==> src/rtl/fb_pkg.sv <==
`default_nettype none
// ============================================================================
// Package    : fb_pkg
// Purpose    : Frame buffer geometry and loader state encoding. The display
//              address generator and the loader both use these definitions,
//              so the reader and writer agree on the image layout.
// Contents   : IMG_W, IMG_H, FB_PIXELS, FB_ADDR_W, FB_DATA_W, loader_state_t
// Revision   : 1.0 - initial release
// ============================================================================
package fb_pkg;

  // Image geometry. IMG_W must be a power of two so that the RAM address is
  // simply the row index concatenated above the column index.
  localparam int IMG_W     = 256;
  localparam int IMG_H     = 256;
  localparam int FB_PIXELS = IMG_W * IMG_H;
  localparam int FB_ADDR_W = $clog2(FB_PIXELS);
  localparam int FB_DATA_W = 8;

  // Loader FSM encoding, fixed at two bits.
  typedef enum logic [1:0] {
    IDLE   = 2'd0,
    LOAD   = 2'd1,
    CLEAR  = 2'd2,
    FINISH = 2'd3
  } loader_state_t;

endpackage : fb_pkg
`default_nettype wire

==> src/rtl/fb_addr_counter.sv <==
`default_nettype none
// ============================================================================
// Module     : fb_addr_counter
// Purpose    : Pixel address counter for the frame buffer loader. Clears to
//              zero on request, increments once per issued write and flags
//              the final pixel of the frame.
// Ports      : clk      in  1       system clock
//              rst      in  1       synchronous reset, active-high
//              i_clr    in  1       force count to zero (takes priority)
//              i_en     in  1       advance count by one
//              o_count  out ADDR_W  current pixel index
//              o_last   out 1       current index is the last pixel
// Revision   : 1.0 - initial release
// ============================================================================
module fb_addr_counter #(
  parameter int ADDR_W = 16,
  parameter int LAST   = 65535
) (
  input  logic              clk,
  input  logic              rst,
  input  logic              i_clr,
  input  logic              i_en,
  output logic [ADDR_W-1:0] o_count,
  output logic              o_last
);

  localparam logic [ADDR_W-1:0] c_LAST = ADDR_W'(LAST);

  logic [ADDR_W-1:0] r_count;

  // Natural binary wrap at the top: when the last pixel is written the
  // counter returns to zero, which is also where the next frame starts.
  always_ff @(posedge clk) begin
    if (rst) begin
      r_count <= '0;
    end else if (i_clr) begin
      r_count <= '0;
    end else if (i_en) begin
      r_count <= r_count + 1'b1;
    end
  end

  assign o_count = r_count;
  assign o_last  = (r_count == c_LAST);

endmodule : fb_addr_counter
`default_nettype wire

==> src/rtl/framebuffer_loader.sv <==
`default_nettype none
// ============================================================================
// Module     : framebuffer_loader
// Purpose    : Writer side of the grayscale image RAM. Takes a row-major pixel
//              byte stream (valid/ready) and writes it to the RAM write port,
//              or fills the whole frame with CLEAR_VALUE.
// Ports      : clk      in  1       system clock, rising edge
//              rst      in  1       synchronous reset, active-high
//              start    in  1       request: load one frame from the stream
//              clear    in  1       request: fill frame with CLEAR_VALUE
//              s_valid  in  1       stream byte valid
//              s_data   in  DATA_W  stream pixel byte
//              s_ready  out 1       byte accepted this cycle when s_valid
//              we       out 1       RAM write enable (registered)
//              waddr    out ADDR_W  RAM write address y*IMG_W + x
//              wdata    out DATA_W  RAM write data
//              busy     out 1       loading or clearing
//              done     out 1       one-cycle pulse with the last write
// Revision   : 1.0 - initial release
// ============================================================================
module framebuffer_loader #(
  parameter int                IMG_W       = fb_pkg::IMG_W,
  parameter int                IMG_H       = fb_pkg::IMG_H,
  parameter int                DATA_W      = fb_pkg::FB_DATA_W,
  parameter int                ADDR_W      = fb_pkg::FB_ADDR_W,
  parameter logic [DATA_W-1:0] CLEAR_VALUE = '0
) (
  input  logic              clk,
  input  logic              rst,
  input  logic              start,
  input  logic              clear,
  input  logic              s_valid,
  input  logic [DATA_W-1:0] s_data,
  output logic              s_ready,
  output logic              we,
  output logic [ADDR_W-1:0] waddr,
  output logic [DATA_W-1:0] wdata,
  output logic              busy,
  output logic              done
);

  import fb_pkg::*;

  localparam int c_LAST_PIX = IMG_W * IMG_H - 1;

  loader_state_t     r_state;
  loader_state_t     w_state_nxt;

  logic              w_accept;
  logic              w_issue;
  logic              w_begin;
  logic [ADDR_W-1:0] w_count;
  logic              w_last;

  // ---------------------------------------------------------------------------
  // Handshake and write-issue decode
  // ---------------------------------------------------------------------------
  // s_ready depends on state only, so the source never sees a combinational
  // path from its own s_valid back to s_ready.
  assign s_ready  = (r_state == LOAD);
  assign w_accept = s_ready && s_valid;
  // A clear fill writes every cycle without any stream handshake.
  assign w_issue  = w_accept || (r_state == CLEAR);
  // Requests are only honoured from IDLE; the counter restarts on entry.
  assign w_begin  = (r_state == IDLE) && (start || clear);

  fb_addr_counter #(
    .ADDR_W (ADDR_W),
    .LAST   (c_LAST_PIX)
  ) u_addr_counter (
    .clk     (clk),
    .rst     (rst),
    .i_clr   (w_begin),
    .i_en    (w_issue),
    .o_count (w_count),
    .o_last  (w_last)
  );

  // ---------------------------------------------------------------------------
  // Next-state logic
  // ---------------------------------------------------------------------------
  always_comb begin
    w_state_nxt = r_state;
    case (r_state)
      IDLE: begin
        // clear has priority when both requests arrive together
        if (clear) begin
          w_state_nxt = CLEAR;
        end else if (start) begin
          w_state_nxt = LOAD;
        end
      end
      LOAD: begin
        if (w_accept && w_last) begin
          w_state_nxt = FINISH;
        end
      end
      CLEAR: begin
        if (w_last) begin
          w_state_nxt = FINISH;
        end
      end
      FINISH: begin
        w_state_nxt = IDLE;
      end
      default: begin
        w_state_nxt = IDLE;
      end
    endcase
  end

  // ---------------------------------------------------------------------------
  // State and registered RAM write port
  // ---------------------------------------------------------------------------
  // The write of the final pixel lands in the FINISH cycle, so we=1 with the
  // last address and done=1 coincide.
  always_ff @(posedge clk) begin
    if (rst) begin
      r_state <= IDLE;
      we      <= 1'b0;
      waddr   <= '0;
      wdata   <= '0;
    end else begin
      r_state <= w_state_nxt;
      we      <= w_issue;
      if (w_issue) begin
        waddr <= w_count;
        wdata <= (r_state == LOAD) ? s_data : CLEAR_VALUE;
      end
    end
  end

  // ---------------------------------------------------------------------------
  // Status outputs, decoded from the state register
  // ---------------------------------------------------------------------------
  assign busy = (r_state == LOAD) || (r_state == CLEAR);
  assign done = (r_state == FINISH);

endmodule : framebuffer_loader
`default_nettype wire

==> config.mk <==
export PLATFORM = sky130hd
export DESIGN_NAME = framebuffer_loader
export DESIGN_NICKNAME = d
export VERILOG_FILES = /design/src/rtl/fb_pkg.sv /design/src/rtl/fb_addr_counter.sv /design/src/rtl/framebuffer_loader.sv
export SDC_FILE = /design/constraint.sdc
export NUM_CORES = 1
export LEC_CHECK = 0
export CAP_MARGIN = 20
export CORE_MARGIN = 8
export CORE_UTILIZATION = 49
export DETAILED_ROUTE_END_ITERATION = 6
export GPL_TIMING_DRIVEN = 0
export PLACE_DENSITY = 0.76
export SLEW_MARGIN = 0
export SYNTH_ARGS = -nofsm -noshare
export SYNTH_HDL_FRONTEND = slang
export SYNTH_SLANG_ARGS = --single-unit
==> constraint.sdc <==
create_clock -name clk -period 2.4 [get_ports clk]
set_input_delay 0.48 -clock clk [delete_from_list [all_inputs] [get_ports clk]]
set_output_delay 0.48 -clock clk [all_outputs]
set_load 0.005 [all_outputs]
==> impl_metrics.ini <==
[run_status]
status = complete, no violations

[critical_path]
critical_path_class = flip-flop to primary output
max_stage_delay_ns = 0.51
r2r-start = r_state[1]
endpoint_kind = primary output
path_buf_inv = 2
worst_ep_arrival_time_ns = 1.70
cp_top_family = buffers and inverters
reg2reg_to = waddr[3]
required_ns = 1.92
cp-startpoint = r_state[1]
reg2reg_setup_slack_ns = 0.28
cp-start-kind = flip-flop
cp_slowest_cell = clkdlybuf4s50_1
path_max_fanout = 4
crit_chain = inv_1, ha_1, clkdlybuf4s50_1
r2r_cells = 7

[sta]
worstMarginPinSlew_ns = 0.479
slew_headroom_pct = 67.7
hold_ws_ns = 0.460
min_period_ns = 2.18
finalSetupViolCount = 0
rsz0062_at_grt = no
fin_skew_ns = 0.0171
period_share_pct = 90.9
drv_slew = 0
fin_ws_ns = 0.218
finalHoldViolations = 0
fmax_ghz = 0.458

[global_route]
grt_max_degree = 14
antenna_found_initial = 0
track_usage_pct = 14.9
grt_pass1_vias = 1624
grt_pass1_wl_mm = 7.39
overflow = 0

[power_and_ir_drop]
leakagePower_nw = 0.766
irDropWorstVdd_v = 0.000517
p_per_area_mw_per_mm2 = 750
total_power_w = 0.00175

[worst_hold_path]
hp-start = waddr[7]
hold_class = flip-flop to flip-flop
worstHoldEndpoint = waddr[7]
min_path_cells = 2

[floorplanning]
placeableCoreArea_mm2 = 0.00358
dieWidth_um = 76.5
dieArea_mm2 = 0.00585
fp.dieH_um = 76.5
floorplan.initialDensity_pct = 50.1
ios = 41
rows = 22

[clocking]
cts-root-buf = clkbuf_4
clkLatencyLatePin_ns = 0.36
clk_pin_slew_ns = 0.13
clock_sink_count = 43
cts_max_level = 2
cts_buffers = 5
clk_path_buf_depth = 2
cts_tree = yes

[placement]
dp_cells = 303
portBuffers = 40
hpwl_mm = 3.07
dp_slack_ns = -0.158
place.gp.congestion = 0.818
place_area_mm2 = 0.00225

[yosys]
synthAdderAreaFrac_pct = 4.18
synth.avg_cell_area_um2 = 8.35
synth-seq-cells = 43
synthSimpleGateAreaFrac_pct = 25.5
yosys_warnings = 0
yosys-top-cells-area = dfxtp_1, nand2_1, a21oi_1, ha_1, xnor2_1
synth_cell_type_count = 32
synth_sequential_area_ratio_pct = 48.0
synth_top_area_cell = dfxtp_1
synthesis.area_mm2 = 0.00179
synthXorXnorAreaFrac_pct = 4.39
synth.top_cell.area_share_pct = 48.0
syn_nets = 234
synth-compound-area-share_pct = 14.2
syn_inst = 215
synth.area.mux_share_pct = 0.558
synth_top_family_by_area = simple AND/OR/NAND/NOR gates

[layout]
area_growth_syn_to_layout_pct = 30.1
final_cells = 310
n_antenna_cell = 0
nets = 281
final_layout_size_suffix_gt1_share_pct = 6.49
design_area_mm2 = 0.00233

[job]
drv_cap = 0

[routing]
vias = 1615
drt-met1-wl_mm = 1.84
drt-vias-per-instance = 5.21
totalWireLength_mm = 4.11
drcViolationCount = 0
drt_pass1_iterations = 4
ant_nets = 0
wl_per_cell_um = 13.3
route.top_layer_used = met4
met2_length_mm = 1.86
drt_iter0_markers = 78
wl_met3_um = 372
==> worst max path at each step <==
stage / slack, ns / end / cells past startpoint
global route: 0.01 / waddr[4] / 7
finish: 0.22 / busy / 3
floorplan: 0.53 / u_addr_counter.o_count[14] / 6
CTS: 0.06 / wdata[7] / 7
global placement: -0.12 / wdata[3] / 6
detailed placement: -0.16 / wdata[7] / 6
==> logic make-up after synthesis <==
kind of cell,count (synthesis)
xor+xnor,9
compound gates,44
flops,43
buf+inv,15
fa+ha+maj,6
simple gates,97
mux,1
==> layer usage <==
metal / vias up / GRT usage, %
met5: - / 0
met4: 0 / 4.04
met3: 6 / 7.19
met2: 38 / 23.7
met1: 746 / 17.4
li1: 825 / -
==> stage by stage <==
stage	util (%)	setup TNS, ns
global placement	63.0	-2.14
floorplan	-	0
detailed placement	63.0	-2.64
CTS	65.1	0
global route	65.2	0
finish	65.2	0
==> cell usage after synthesis, drive strengths merged <==
library cell / instances
xnor2: 7
dfxtp: 43
o21a: 1
or4: 3
xor2: 2
o2111ai: 1
inv: 3
clkbuf: 8
nand2: 50
nor2b: 1
o41ai: 1
or2: 2
a21o: 2
nor2: 14
a311oi: 1
nor3b: 1
mux2i: 1
o31ai: 1
o211ai: 2
ha: 6
nand4: 5
o21ai: 3
or3: 4
buf: 4
nor4: 2
nand3: 12
a21oi: 32
nor3: 3
==> state kept, by name, indices dropped and copies added (netlist names) <==
| name | flops |
|---|---|
| u_addr_counter.o_count | 16 |
| waddr | 16 |
| wdata | 8 |
| r_state | 2 |
| we | 1 |
==> layout make-up <==
type | count | area (um^2)
buffer | 12 | 47.5
clock buffer | 5 | 37.5
clock inverter | 2 | 37.5
fill | 317 | 1240
inverter | 3 | 11.3
multi-input combinational | 157 | 878
sequential | 43 | 861
tap | 48 | 60.1
timing repair buffer | 40 | 400
==> cell usage in the layout (no fill, tap or decap), drive strengths merged, types with 2 or more instances in the layout <==
| cell type | n |
|---|---|
| nor2 | 14 |
| or2 | 2 |
| dfxtp | 43 |
| clkdlybuf4s50 | 40 |
| nand3 | 12 |
| o211ai | 2 |
| xnor2 | 7 |
| a21oi | 32 |
| ha | 6 |
| buf | 4 |
| nand4 | 5 |
| xor2 | 2 |
| nor4 | 2 |
| or4 | 3 |
| a21o | 2 |
| o21ai | 3 |
| clkbuf | 13 |
| or3 | 4 |
| nand2 | 50 |
| nor3 | 3 |
| inv | 3 |
==> worst register-to-register path, cell delays in order, from the launching register on <==
cell      delay [ns]
dfxtp_1         0.41
inv_1           0.10
ha_1            0.24
a21oi_2         0.36
clkbuf_1        0.44
buf_2           0.31
nand2_1         0.07
a21oi_1         0.12
==> timing repair <==
item	CTS	global route
buffers inserted	0	0
endpoints found under the hold margin	0	0
hold buffers	0	0
gates resized for setup	0	1
endpoints found under the setup margin	0	21
==> power breakdown <==
part           switching [W]  internal (W)  leakage, nW  total, W
sequential         0.0000241      0.000749        0.347  0.000773
combinational       0.000325      0.000200        0.382  0.000525
clock               0.000240      0.000214       0.0373  0.000453
total               0.000589       0.00116        0.766   0.00175
(Power assumes the default switching activity.)
